File: config.mk
export PLATFORM = sky130hd
export DESIGN_NAME = wall_clk_sched_flat
export DESIGN_NICKNAME = d
export VERILOG_FILES = /design/src/rtl/wall_clk_sched_if.sv /design/src/rtl/wall_clk_sched.sv /design/src/flat_wrapper.sv
export SDC_FILE = /design/constraint.sdc
export NUM_CORES = 1
export LEC_CHECK = 0
export ABC_AREA = 1
export BUFFER_PORTS_ARGS = -buffer_cell sky130_fd_sc_hd__buf_4
export CAP_MARGIN = 20
export CELL_PAD_IN_SITES_DETAIL_PLACEMENT = 0
export CELL_PAD_IN_SITES_GLOBAL_PLACEMENT = 2
export CORE_MARGIN = 1.5
export CORE_UTILIZATION = 37
export DETAILED_ROUTE_END_ITERATION = 10
export PLACE_DENSITY = 0.95
export SLEW_MARGIN = 10
export SYNTH_ARGS = -nofsm -noshare
export SYNTH_HDL_FRONTEND = slang
export SYNTH_SLANG_ARGS = --single-unit
File: constraint.sdc
create_clock -name clk -period 3.8 [get_ports clk]
set_input_delay 1.14 -clock clk [delete_from_list [all_inputs] [get_ports clk]]
set_output_delay 1.14 -clock clk [all_outputs]
set_load 0.01 [all_outputs]
File: src/rtl/wall_clk_sched_if.sv
// Result port of the wall-clock scheduler: one valid/ready stream carrying
// the producing channel id and its elapsed microsecond count.
interface wall_clk_sched_if #(
   parameter int unsigned ID_W = 2
) ();
   logic            res_valid;
   logic            res_ready;
   logic [ID_W-1:0] res_id;
   logic [31:0]     res_elapsed;

   modport master (
      output res_valid,
      output res_id,
      output res_elapsed,
      input  res_ready
   );

   modport slave (
      input  res_valid,
      input  res_id,
      input  res_elapsed,
      output res_ready
   );
endinterface

File: src/rtl/wall_clk_sched.sv
// Shares one microsecond wall-clock counter among NUM_REQ interval timers,
// streams results round-robin and defers counter clears until no channel runs.
module wall_clk_sched #(
   parameter int unsigned NUM_REQ = 4,
   parameter int unsigned ID_W    = 2
) (
   input  logic               clk,
   input  logic               resetn,
   input  logic [31:0]        cnt_val,
   output logic               cnt_clear,
   input  logic [NUM_REQ-1:0] req_start,
   input  logic [NUM_REQ-1:0] req_stop,
   output logic [NUM_REQ-1:0] ch_busy,
   input  logic               clr_req,
   output logic               clr_busy,
   wall_clk_sched_if.master   res
);

   typedef enum logic [1:0] {StIdle, StRun, StDone} ch_state_e;

   ch_state_e       state_q [NUM_REQ];
   ch_state_e       state_d [NUM_REQ];
   logic [31:0]     ts_q    [NUM_REQ];
   logic [31:0]     ts_d    [NUM_REQ];
   logic [31:0]     el_q    [NUM_REQ];
   logic [31:0]     el_d    [NUM_REQ];
   logic [ID_W-1:0] rr_ptr_q, rr_ptr_d;
   logic            clr_pending_q, clr_pending_d;
   logic            cnt_clear_q, cnt_clear_d;
   logic            res_valid_q, res_valid_d;
   logic [ID_W-1:0] res_id_q, res_id_d;
   logic [31:0]     res_el_q, res_el_d;

   logic            any_run;
   logic            found;
   logic            load;
   logic [ID_W-1:0] sel;
   logic [31:0]     sel_el;
   int unsigned     idx;

   assign clr_busy        = clr_pending_q | cnt_clear_q;
   assign cnt_clear       = cnt_clear_q;
   assign res.res_valid   = res_valid_q;
   assign res.res_id      = res_id_q;
   assign res.res_elapsed = res_el_q;

   // Status decode and round-robin search over DONE channels from rr_ptr.
   always_comb begin
      any_run = 1'b0;
      ch_busy = '0;
      found   = 1'b0;
      sel     = '0;
      sel_el  = '0;
      idx     = 0;
      for (int unsigned i = 0; i < NUM_REQ; i++) begin
         ch_busy[i] = (state_q[i] != StIdle);
         if (state_q[i] == StRun) any_run = 1'b1;
      end
      for (int unsigned j = 0; j < NUM_REQ; j++) begin
         idx = (32'(rr_ptr_q) + j) % NUM_REQ;
         if (!found && state_q[idx] == StDone) begin
            found  = 1'b1;
            sel    = ID_W'(idx);
            sel_el = el_q[idx];
         end
      end
      load = found && (!res_valid_q || res.res_ready);
   end

   always_comb begin
      state_d = state_q;
      ts_d    = ts_q;
      el_d    = el_q;
      for (int unsigned i = 0; i < NUM_REQ; i++) begin
         case (state_q[i])
            StIdle: begin
               if (req_start[i] && !clr_busy) begin
                  ts_d[i]    = cnt_val;
                  state_d[i] = StRun;
               end
            end
            StRun: begin
               // Stop beats a simultaneous restart; subtraction wraps mod 2^32.
               if (req_stop[i]) begin
                  el_d[i]    = cnt_val - ts_q[i];
                  state_d[i] = StDone;
               end else if (req_start[i]) begin
                  ts_d[i] = cnt_val;
               end
            end
            StDone: begin
               if (load && 32'(sel) == i) state_d[i] = StIdle;
            end
            default: state_d[i] = StIdle;
         endcase
      end
   end

   always_comb begin
      res_valid_d   = res_valid_q;
      res_id_d      = res_id_q;
      res_el_d      = res_el_q;
      rr_ptr_d      = rr_ptr_q;
      clr_pending_d = clr_pending_q;
      cnt_clear_d   = 1'b0;
      if (load) begin
         res_valid_d = 1'b1;
         res_id_d    = sel;
         res_el_d    = sel_el;
         rr_ptr_d    = ID_W'((32'(sel) + 32'd1) % NUM_REQ);
      end else if (res.res_ready) begin
         res_valid_d = 1'b0;
      end
      // Requests arriving while a clear is pending or pulsing merge into it.
      if (clr_pending_q && !any_run) begin
         clr_pending_d = 1'b0;
         cnt_clear_d   = 1'b1;
      end else if (clr_req && !cnt_clear_q) begin
         clr_pending_d = 1'b1;
      end
   end

   always_ff @(posedge clk) begin
      if (!resetn) begin
         for (int unsigned i = 0; i < NUM_REQ; i++) begin
            state_q[i] <= StIdle;
            ts_q[i]    <= '0;
            el_q[i]    <= '0;
         end
         rr_ptr_q      <= '0;
         clr_pending_q <= 1'b0;
         cnt_clear_q   <= 1'b0;
         res_valid_q   <= 1'b0;
         res_id_q      <= '0;
         res_el_q      <= '0;
      end else begin
         state_q       <= state_d;
         ts_q          <= ts_d;
         el_q          <= el_d;
         rr_ptr_q      <= rr_ptr_d;
         clr_pending_q <= clr_pending_d;
         cnt_clear_q   <= cnt_clear_d;
         res_valid_q   <= res_valid_d;
         res_id_q      <= res_id_d;
         res_el_q      <= res_el_d;
      end
   end

endmodule

File: src/flat_wrapper.sv
// flat-port wrapper written by rule: the top's interface ports become plain ports
module wall_clk_sched_flat 
#(
   parameter int unsigned NUM_REQ = 4,
   parameter int unsigned ID_W    = 2
)
  (clk, resetn, cnt_val, cnt_clear, req_start, req_stop, ch_busy, clr_req, clr_busy, res_res_valid, res_res_id, res_res_elapsed, res_res_ready);
  wall_clk_sched_if #(.ID_W(ID_W)) res_i ();
  input  logic clk;
  input  logic resetn;
  input  logic [31:0] cnt_val;
  output logic cnt_clear;
  input  logic [NUM_REQ-1:0] req_start;
  input  logic [NUM_REQ-1:0] req_stop;
  output logic [NUM_REQ-1:0] ch_busy;
  input  logic clr_req;
  output logic clr_busy;
  output wire logic [$bits(res_i.res_valid)-1:0] res_res_valid;
  output wire logic [$bits(res_i.res_id)-1:0] res_res_id;
  output wire logic [$bits(res_i.res_elapsed)-1:0] res_res_elapsed;
  input wire logic [$bits(res_i.res_ready)-1:0] res_res_ready;
  assign res_res_valid = res_i.res_valid;
  assign res_res_id = res_i.res_id;
  assign res_res_elapsed = res_i.res_elapsed;
  assign res_i.res_ready = res_res_ready;
  wall_clk_sched #(.NUM_REQ(NUM_REQ), .ID_W(ID_W)) u_core (.clk(clk), .resetn(resetn), .cnt_val(cnt_val), .cnt_clear(cnt_clear), .req_start(req_start), .req_stop(req_stop), .ch_busy(ch_busy), .clr_req(clr_req), .clr_busy(clr_busy), .res(res_i));
endmodule
==> Flow_metrics.wiki, run 1 <==
{| class="wikitable"
! Metric !! Value
|-
| End point of the most critical hold path || u_core.ts_q[32]$_SDFFE_PN0P_
|-
| Area fraction in and, or, nand and nor cells after synthesis || 0.267
|-
| Period Utilization, post-route || 0.751
|-
| Clock insertion delay at the later pin of the skew report || about 570 ps
|-
| Final weighted congestion of routability-driven global placement || between 0.9 and 1
|-
| Vias in the first global route || 21100
|-
| Initial antenna violation count || 4
|-
| Max Fanout on Critical Path || 7
|-
| Data arrival at the endpoint of the critical path || around 1700 ps
|-
| Residual overflow from global routing || 0
|-
| Post-placement cell count || 4432
|-
| Syn_nets || 3856
|-
| Vert. Die Dim || approximately 250 µm
|-
| Number of H-tree levels || 2
|-
| Number of buffers on the longest clock path || 3
|-
| Chip Width || about 250 µm
|-
| Unique masters post-synth || between 40 and 50
|-
| Total vias in the final route || 23300
|-
| Antenna Cells || 0
|-
| Total Wirelength || approximately 85000 µm
|-
| DRC || 0
|-
| Worst reg2reg path startpoint || u_core.rr_ptr_q[0]$_SDFFE_PN0P_
|-
| # port buffers || 84
|-
| Leakage dissipation || 11.2 nW
|-
| Layout Skew || 19.1 ps
|-
| Kind of capture point of the worst setup path || output port
|-
| Total number of nets in the final design || approximately 3900
|-
| Cell at the root of the clock tree || clkbuf_16
|-
| Post-synth ARST share || 0
|-
| Status || finished clean
|-
| Share of the synthesized area in the top cell type || 0.271
|-
| Post-synth design cell area || between 0.02 and 0.025 mm²
|-
| Vias/cell || 5.18
|-
| Post-Layout Inst Area || between 0.02 and 0.025 mm²
|-
| Number of filler cells placed in the layout || roughly 6500
|-
| Remaining max-slew budget at the tightest pin || 0.298
|-
| Complex-gate fraction of the synthesized area || 0.243
|-
| Reg2Reg Setup Slack || 980 ps
|-
| Number of synthesis warnings || 0
|-
| Post-CTS Setup Inserts || 0
|-
| I/O pin count || 85
|-
| Floorplan Core Area || between 0.05 and 0.06 mm²
|-
| Area used by multi-input combinational logic || between 0.01 and 0.015 mm²
|-
| CTS clk-pin slew, worst paths || approximately 60 ps
|-
| RSZ-0062 raised after global routing || no
|-
| HPWL after detailed placement || approximately 65000 µm
|-
| Global-route wire length before repair || 128000 µm
|-
| TritonCTS Buffers || 39
|-
| Number of flops mapped to enable cells by yosys || 0
|-
| Peak supply drop || ~0.00035 V
|-
| Max Transition Viols Final || 0
|-
| Initial DRC Count || 2000
|-
| Achievable Freq || around 350 MHz
|-
| Die area || 0.0620 mm²
|-
| Post-cts sizing count || 0
|-
| Mux cell area share after synthesis || 0
|-
| Dominant cell by count in the synthesized netlist || nand2_1
|-
| Layout cell share with drive strength beyond 1 || 0.0591
|-
| Placement Cell Area || 0.0237 mm²
|-
| Type of origin of the critical path || register
|-
| Most frequent cells after synthesis || nand2_1 (847), inv_1 (559), o21ai_0 (492), a21oi_1 (390), nor2_1 (307)
|-
| Average instance area after synthesis || slightly above 6 µm²
|-
| Hold WC Path Type || reg2reg
|-
| Area Growth Syn to Fin || 11.6%
|-
| Number of cells produced by synthesis || 3684
|-
| Routed wire length per instance || roughly 19 µm
|-
| Transition at the pin with the smallest max-transition slack || 1050 ps
|-
| Endpoints failing hold || 0
|-
| WS Path Type || reg2out
|-
| Count of hold-fix buffers inserted at cts || 0
|-
| Most frequently used flop master after synthesis || dfxtp_1
|-
| Total global-route track usage || 0.270
|-
| Max-cap violation count || 0
|-
| Placement row count || slightly below 90
|-
| Largest cells by area after synthesis || dfxtp_1 (27%), nand2_1 (14%), o21ai_0 (11%)
|-
| Initial core utilization || 0.377
|-
| Flops & latches, synth || between 300 and 400
|-
| Capture instance of the worst register-to-register path || u_core.state_q[5]$_SDFFE_PN0P_
|-
| Number of nets with antenna violations after routing || 0
|-
| Dominant combinational cell family by area after synthesis || simple AND/OR/NAND/NOR gates
|-
| Setup TNS || 0 ps
|-
| TritonCTS clock tree || done
|-
| Cell taking the most area after synthesis || dfxtp_1
|-
| Post-synthesis sequential area ratio || 0.271
|-
| Post-synthesis share of cell area spent on xor and xnor gates || 0.0211
|-
| Final std cells w/o fill || approximately 4500
|-
| Largest net degree at the start of global routing || about 110
|-
| Pwr per Cell Area || ~580 mW/mm²
|-
| FF/Latch Area || around 0.0061 mm²
|-
| Worst hold stages || 2
|-
| Synthesized-area fraction occupied by adder cells || 0.0729
|-
| Reg2reg path depth || 13
|-
| Post-route minimum period || 2850 ps
|-
| Hold Path Origin || u_core.ts_q[32]$_SDFFE_PN0P_
|-
| Setup-violating endpoint count in the final report || 0
|-
| Required time of the critical path || 2660 ps
|-
| Total number of clock tree sinks || around 300
|-
| Initial DRT Pass Iterations || 6
|}
-- power breakdown --
group          total, mW  switching (mW)  internal [mW]  leakage [nW]
registers           3.90           0.240           3.66          2.49
logic               6.97            4.89           2.08          8.14
clock network       3.65            1.47           2.18         0.600
total               14.5            6.61           7.91          11.2
-- worst max-delay path, stage by stage (launching register included) --
cell     delay (ps)
dfxtp_1         320
nor2_1          590
inv_1            80
buf_4           170
-- cells in the final DEF, fill, tap and decap left out, types with 4 or more instances in the layout --
cell type / instances
dfxtp_1: 302
clkbuf_16: 41
o21ai_0: 492
nor2_2: 4
xnor2_1: 4
o21bai_1: 34
nand2_2: 8
o21a_1: 56
nor2_1: 305
a21o_1: 9
inv_2: 8
xor2_1: 50
inv_1: 558
o21ai_1: 23
nand4_1: 33
nand3_2: 4
a21boi_0: 10
nand3_1: 190
or2_1: 16
clkbuf_1: 9
nor3_1: 33
nand2_1: 845
nor4_1: 6
fa_1: 4
clkbuf_8: 8
a21oi_1: 390
ha_1: 124
buf_12: 4
buf_4: 122
or2_2: 5
-- state kept, by name, indices dropped and copies added, names as in the netlist --
name                    cells
u_core.ts_q               128
u_core.res.res_valid        1
u_core.res.res_id           2
u_core.res.res_elapsed     32
u_core.cnt_clear            1
u_core.el_q               128
u_core.state_q              8
u_core.rr_ptr_q             2
u_core.clr_pending_q        1
-- area by class of cell --
| type | count | area share |
|---|---|---|
| sequential | 303 | 0.243 |
| timing repair buffer | 127 | 0.0403 |
| tap | 773 | 0.0387 |
| clock inverter | 7 | 0.00271 |
| clock buffer | 58 | 0.0468 |
| multi-input combinational | 2660 | 0.543 |
| inverter | 569 | 0.0857 |
-- cell families after synthesis --
family                     after synthesis
and+or+nand+nor                       1455
xor gates and xnor gates                54
DFF                                    303
buffers and inverters                  721
adders and majority gates              128
AOI/OAI and AO/OA                     1023
-- metal layers --
metal	share of wire	vias to the layer above	wire length, µm	global-route usage
met5	0	-	0	0
met4	0.036	0	3030	0.0950
met3	0.065	119	5510	0.0329
met2	0.42	627	35800	0.414
met1	0.48	10600	40700	0.387
li1	-	12000	-	-
-- stage by stage --
stage	hold WS (ps)	worst slack, ps	total power [mW]	utilization
detailed placement	444	421	10.8	0.400
finish	454	945	14.5	0.421
floorplan	427	872	8.54	-
global route	469	744	15.5	0.421
CTS	453	894	14.5	0.421
global placement	442	460	10.8	0.400
-- how the worst max path moves through the flow --
stage / slack [ps] / depth (start not counted) / endpoint / startpoint
after floorplan: 870 / 13 / u_core.el_q[124]$_SDFFE_PN0P_ / cnt_val[0]
after global routing: 740 / 13 / u_core.state_q[5]$_SDFFE_PN0P_ / u_core.rr_ptr_q[0]$_SDFFE_PN0P_
after global placement: 460 / 15 / u_core.el_q[28]$_SDFFE_PN0P_ / cnt_val[0]
after CTS: 890 / 3 / clr_busy / u_core.clr_pending_q$_SDFFE_PP0P_
after detailed placement: 420 / 15 / u_core.el_q[28]$_SDFFE_PN0P_ / cnt_val[0]
final: 950 / 3 / clr_busy / u_core.clr_pending_q$_SDFFE_PP0P_
Note: power is estimated with default switching activity, not from simulation.
==> inputs of run 2 (changes only) <==
Settings changed: CORE_UTILIZATION 37 to 34, PLACE_DENSITY 0.95 to 0.92.
Clock period 3.8 ns to 2.9 ns, I/O delays scaled along.
==> run 2 against run 1 <==
- first-iteration DRC count is 9.6% lower
- wire length is 3.2% higher
- non-clock buffer count is 185 higher
- sequential cell count stayed put
- sequential power is 31% higher
- die area is 8.7% higher
- largest power group unchanged
==> Flow_metrics.wiki, run 2 (synthesis results as in run 1) <==
{| class="wikitable"
! Metric !! Value
|-
| WP buf/inv || 2
|-
| Max-cap violation count || 0
|-
| Critical path launch point || u_core.clr_pending_q$_SDFFE_PP0P_
|-
| Chip Width || around 260 µm
|-
| Required time of the critical path || just over 2000 ps
|-
| Initial DRC Count || about 1800
|-
| Endpoints failing hold || 0
|-
| Vias in the first global route || about 22000
|-
| Crit path cell chain || nor2_1 -> inv_1 -> buf_4
|-
| Transition at the pin with the smallest max-transition slack || roughly 910 ps
|-
| DRC || 0
|-
| Total number of nets in the final design || ~4100
|-
| Post-CTS Setup Inserts || 0
|-
| Vert. Die Dim || approximately 260 µm
|-
| Pre-CTS setup slack || -142 ps
|-
| Post-cts sizing count || 0
|-
| Worst path top cell family by delay || simple AND/OR/NAND/NOR gates
|-
| TritonCTS Buffers || 40
|-
| Number of nets with antenna violations after routing || 0
|-
| Overall power of the completed layout || just over 20 mW
|-
| Worst reg2reg path startpoint || u_core.rr_ptr_q[1]$_SDFFE_PN0P_
|-
| Clock insertion delay at the later pin of the skew report || 580 ps
|-
| Floorplan Core Area || 0.0648 mm²
|-
| Count of hold-fix buffers inserted at cts || 0
|-
| Remaining max-slew budget at the tightest pin || 0.393
|-
| Delay of the slowest cell on the worst path || 620 ps
|-
| Worst hold stages || 2
|-
| Pwr per Cell Area || 760 mW/mm²
|-
| Kind of capture point of the worst setup path || output port
|-
| Initial DRT Pass Iterations || 8
|-
| Residual overflow from global routing || 0
|-
| Hold WC Path Type || reg2reg
|-
| Total vias in the final route || 23900
|-
| Final weighted congestion of routability-driven global placement || around 0.96
|-
| Leading cell type in the layout, fill and taps excluded || nand2_1
|-
| Global-route wire length before repair || 133000 µm
|-
| Post-route minimum period || about 2600 ps
|-
| Hold Path Origin || u_core.ts_q[40]$_SDFFE_PN0P_
|-
| Initial core utilization || 0.345
|-
| Total number of clock tree sinks || between 300 and 400
|-
| Least setup slack across all paths after layout || roughly 280 ps
|-
| HPWL after detailed placement || approximately 68000 µm
|-
| I/O pin count || 85
|-
| Placement Cell Area || between 0.02 and 0.03 mm²
|-
| # port buffers || 84
|-
| Setup TNS || 0 ps
|-
| Type of origin of the critical path || register
|-
| Setup-violating endpoint count in the final report || 0
|-
| Vias/cell || roughly 5.0
|-
| Post-Layout Inst Area || 0.0267 mm²
|-
| Layout cell share with drive strength beyond 1 || 0.105
|-
| Max Transition Viols Final || 0
|-
| Initial antenna violation count || 6
|-
| CTS clk-pin slew, worst paths || 60 ps
|-
| Peak supply drop || between 0.0004 and 0.0005 V
|-
| Die area || about 0.067 mm²
|-
| Reg2Reg Setup Slack || approximately 320 ps
|-
| Status || finished clean
|-
| Number of H-tree levels || 2
|-
| Period Utilization, post-route || 0.903
|-
| Achievable Freq || between 300 and 400 MHz
|-
| Leakage dissipation || roughly 12 nW
|-
| Reg2reg path depth || 9
|-
| Total global-route track usage || 0.259
|-
| Max Fanout on Critical Path || 7
|-
| Data arrival at the endpoint of the critical path || ~1800 ps
|-
| Layout Skew || between 20 and 25 ps
|-
| WS Path Type || reg2out
|-
| Commonest cells after routing, fill and taps aside || nand2_1 (845), inv_1 (559), o21ai_0 (492)
|-
| Worst hold slack after final layout || between 400 and 500 ps
|-
| RSZ-0062 raised after global routing || no
|-
| End point of the most critical hold path || u_core.ts_q[40]$_SDFFE_PN0P_
|-
| Capture instance of the worst register-to-register path || u_core.res.res_elapsed[24]$_SDFFE_PN0P_
|-
| Largest net degree at the start of global routing || between 100 and 150
|-
| Total Wirelength || slightly below 90000 µm
|-
| Routed wire length per instance || roughly 18 µm
|-
| Library cell contributing the largest single delay on the critical path || nor2_1
|-
| Placement row count || 93
|-
| Area Growth Syn to Fin || 19.1%
|-
| TritonCTS clock tree || done
|-
| Number of buffers on the longest clock path || 3
|-
| Cell at the root of the clock tree || clkbuf_16
|}
## run 2: how the worst max path moves through the flow
| stage | endpoint | cells past startpoint | slack, ps |
|---|---|---|---|
| after global routing | u_core.res.res_elapsed[30]$_SDFFE_PN0P_ | 9 | 170 |
| after CTS | clr_busy | 3 | 250 |
| after floorplan | u_core.el_q[124]$_SDFFE_PN0P_ | 13 | 240 |
| after global placement | u_core.el_q[90]$_SDFFE_PN0P_ | 15 | -80 |
| after detailed placement | u_core.el_q[48]$_SDFFE_PN0P_ | 16 | -140 |
| final | clr_busy | 3 | 280 |
## run 2: worst min-delay path: stages (launching register included)
cell,delay [ps]
dfxtp_1,290
inv_1,60
a21oi_1,50
## run 2: layout make-up
| cell class | instances | area (µm²) |
|---|---|---|
| diodes | 1 | 2.50 |
| clock buffers | 55 | 1160 |
| clock inverters | 15 | 143 |
| fillers | 7088 | 38200 |
| inverters | 569 | 2140 |
| multi-input cells | 2660 | 13600 |
| flip-flops and latches | 303 | 6070 |
| well taps | 855 | 1070 |
| repair buffers | 312 | 2520 |
## run 2: routing by layer
metal,vias to the layer above,part of all wire,track usage
li1,12300,-,-
met1,10800,0.50,0.377
met2,623,0.43,0.406
met3,109,0.051,0.0209
met4,0,0.028,0.0764
met5,-,0,0
## run 2: power breakdown
group / internal, mW / switching, mW
clock network: 2.97 / 2.07
registers: 4.79 / 0.310
logic: 3.47 / 6.65
total: 11.2 / 9.02
## run 2: stage by stage
stage                      util  cells
after floorplan               -   3684
after global placement    0.391   4699
after detailed placement  0.391   4699
after CTS                 0.411   4769
after global routing      0.411   4769
final                     0.411   4770
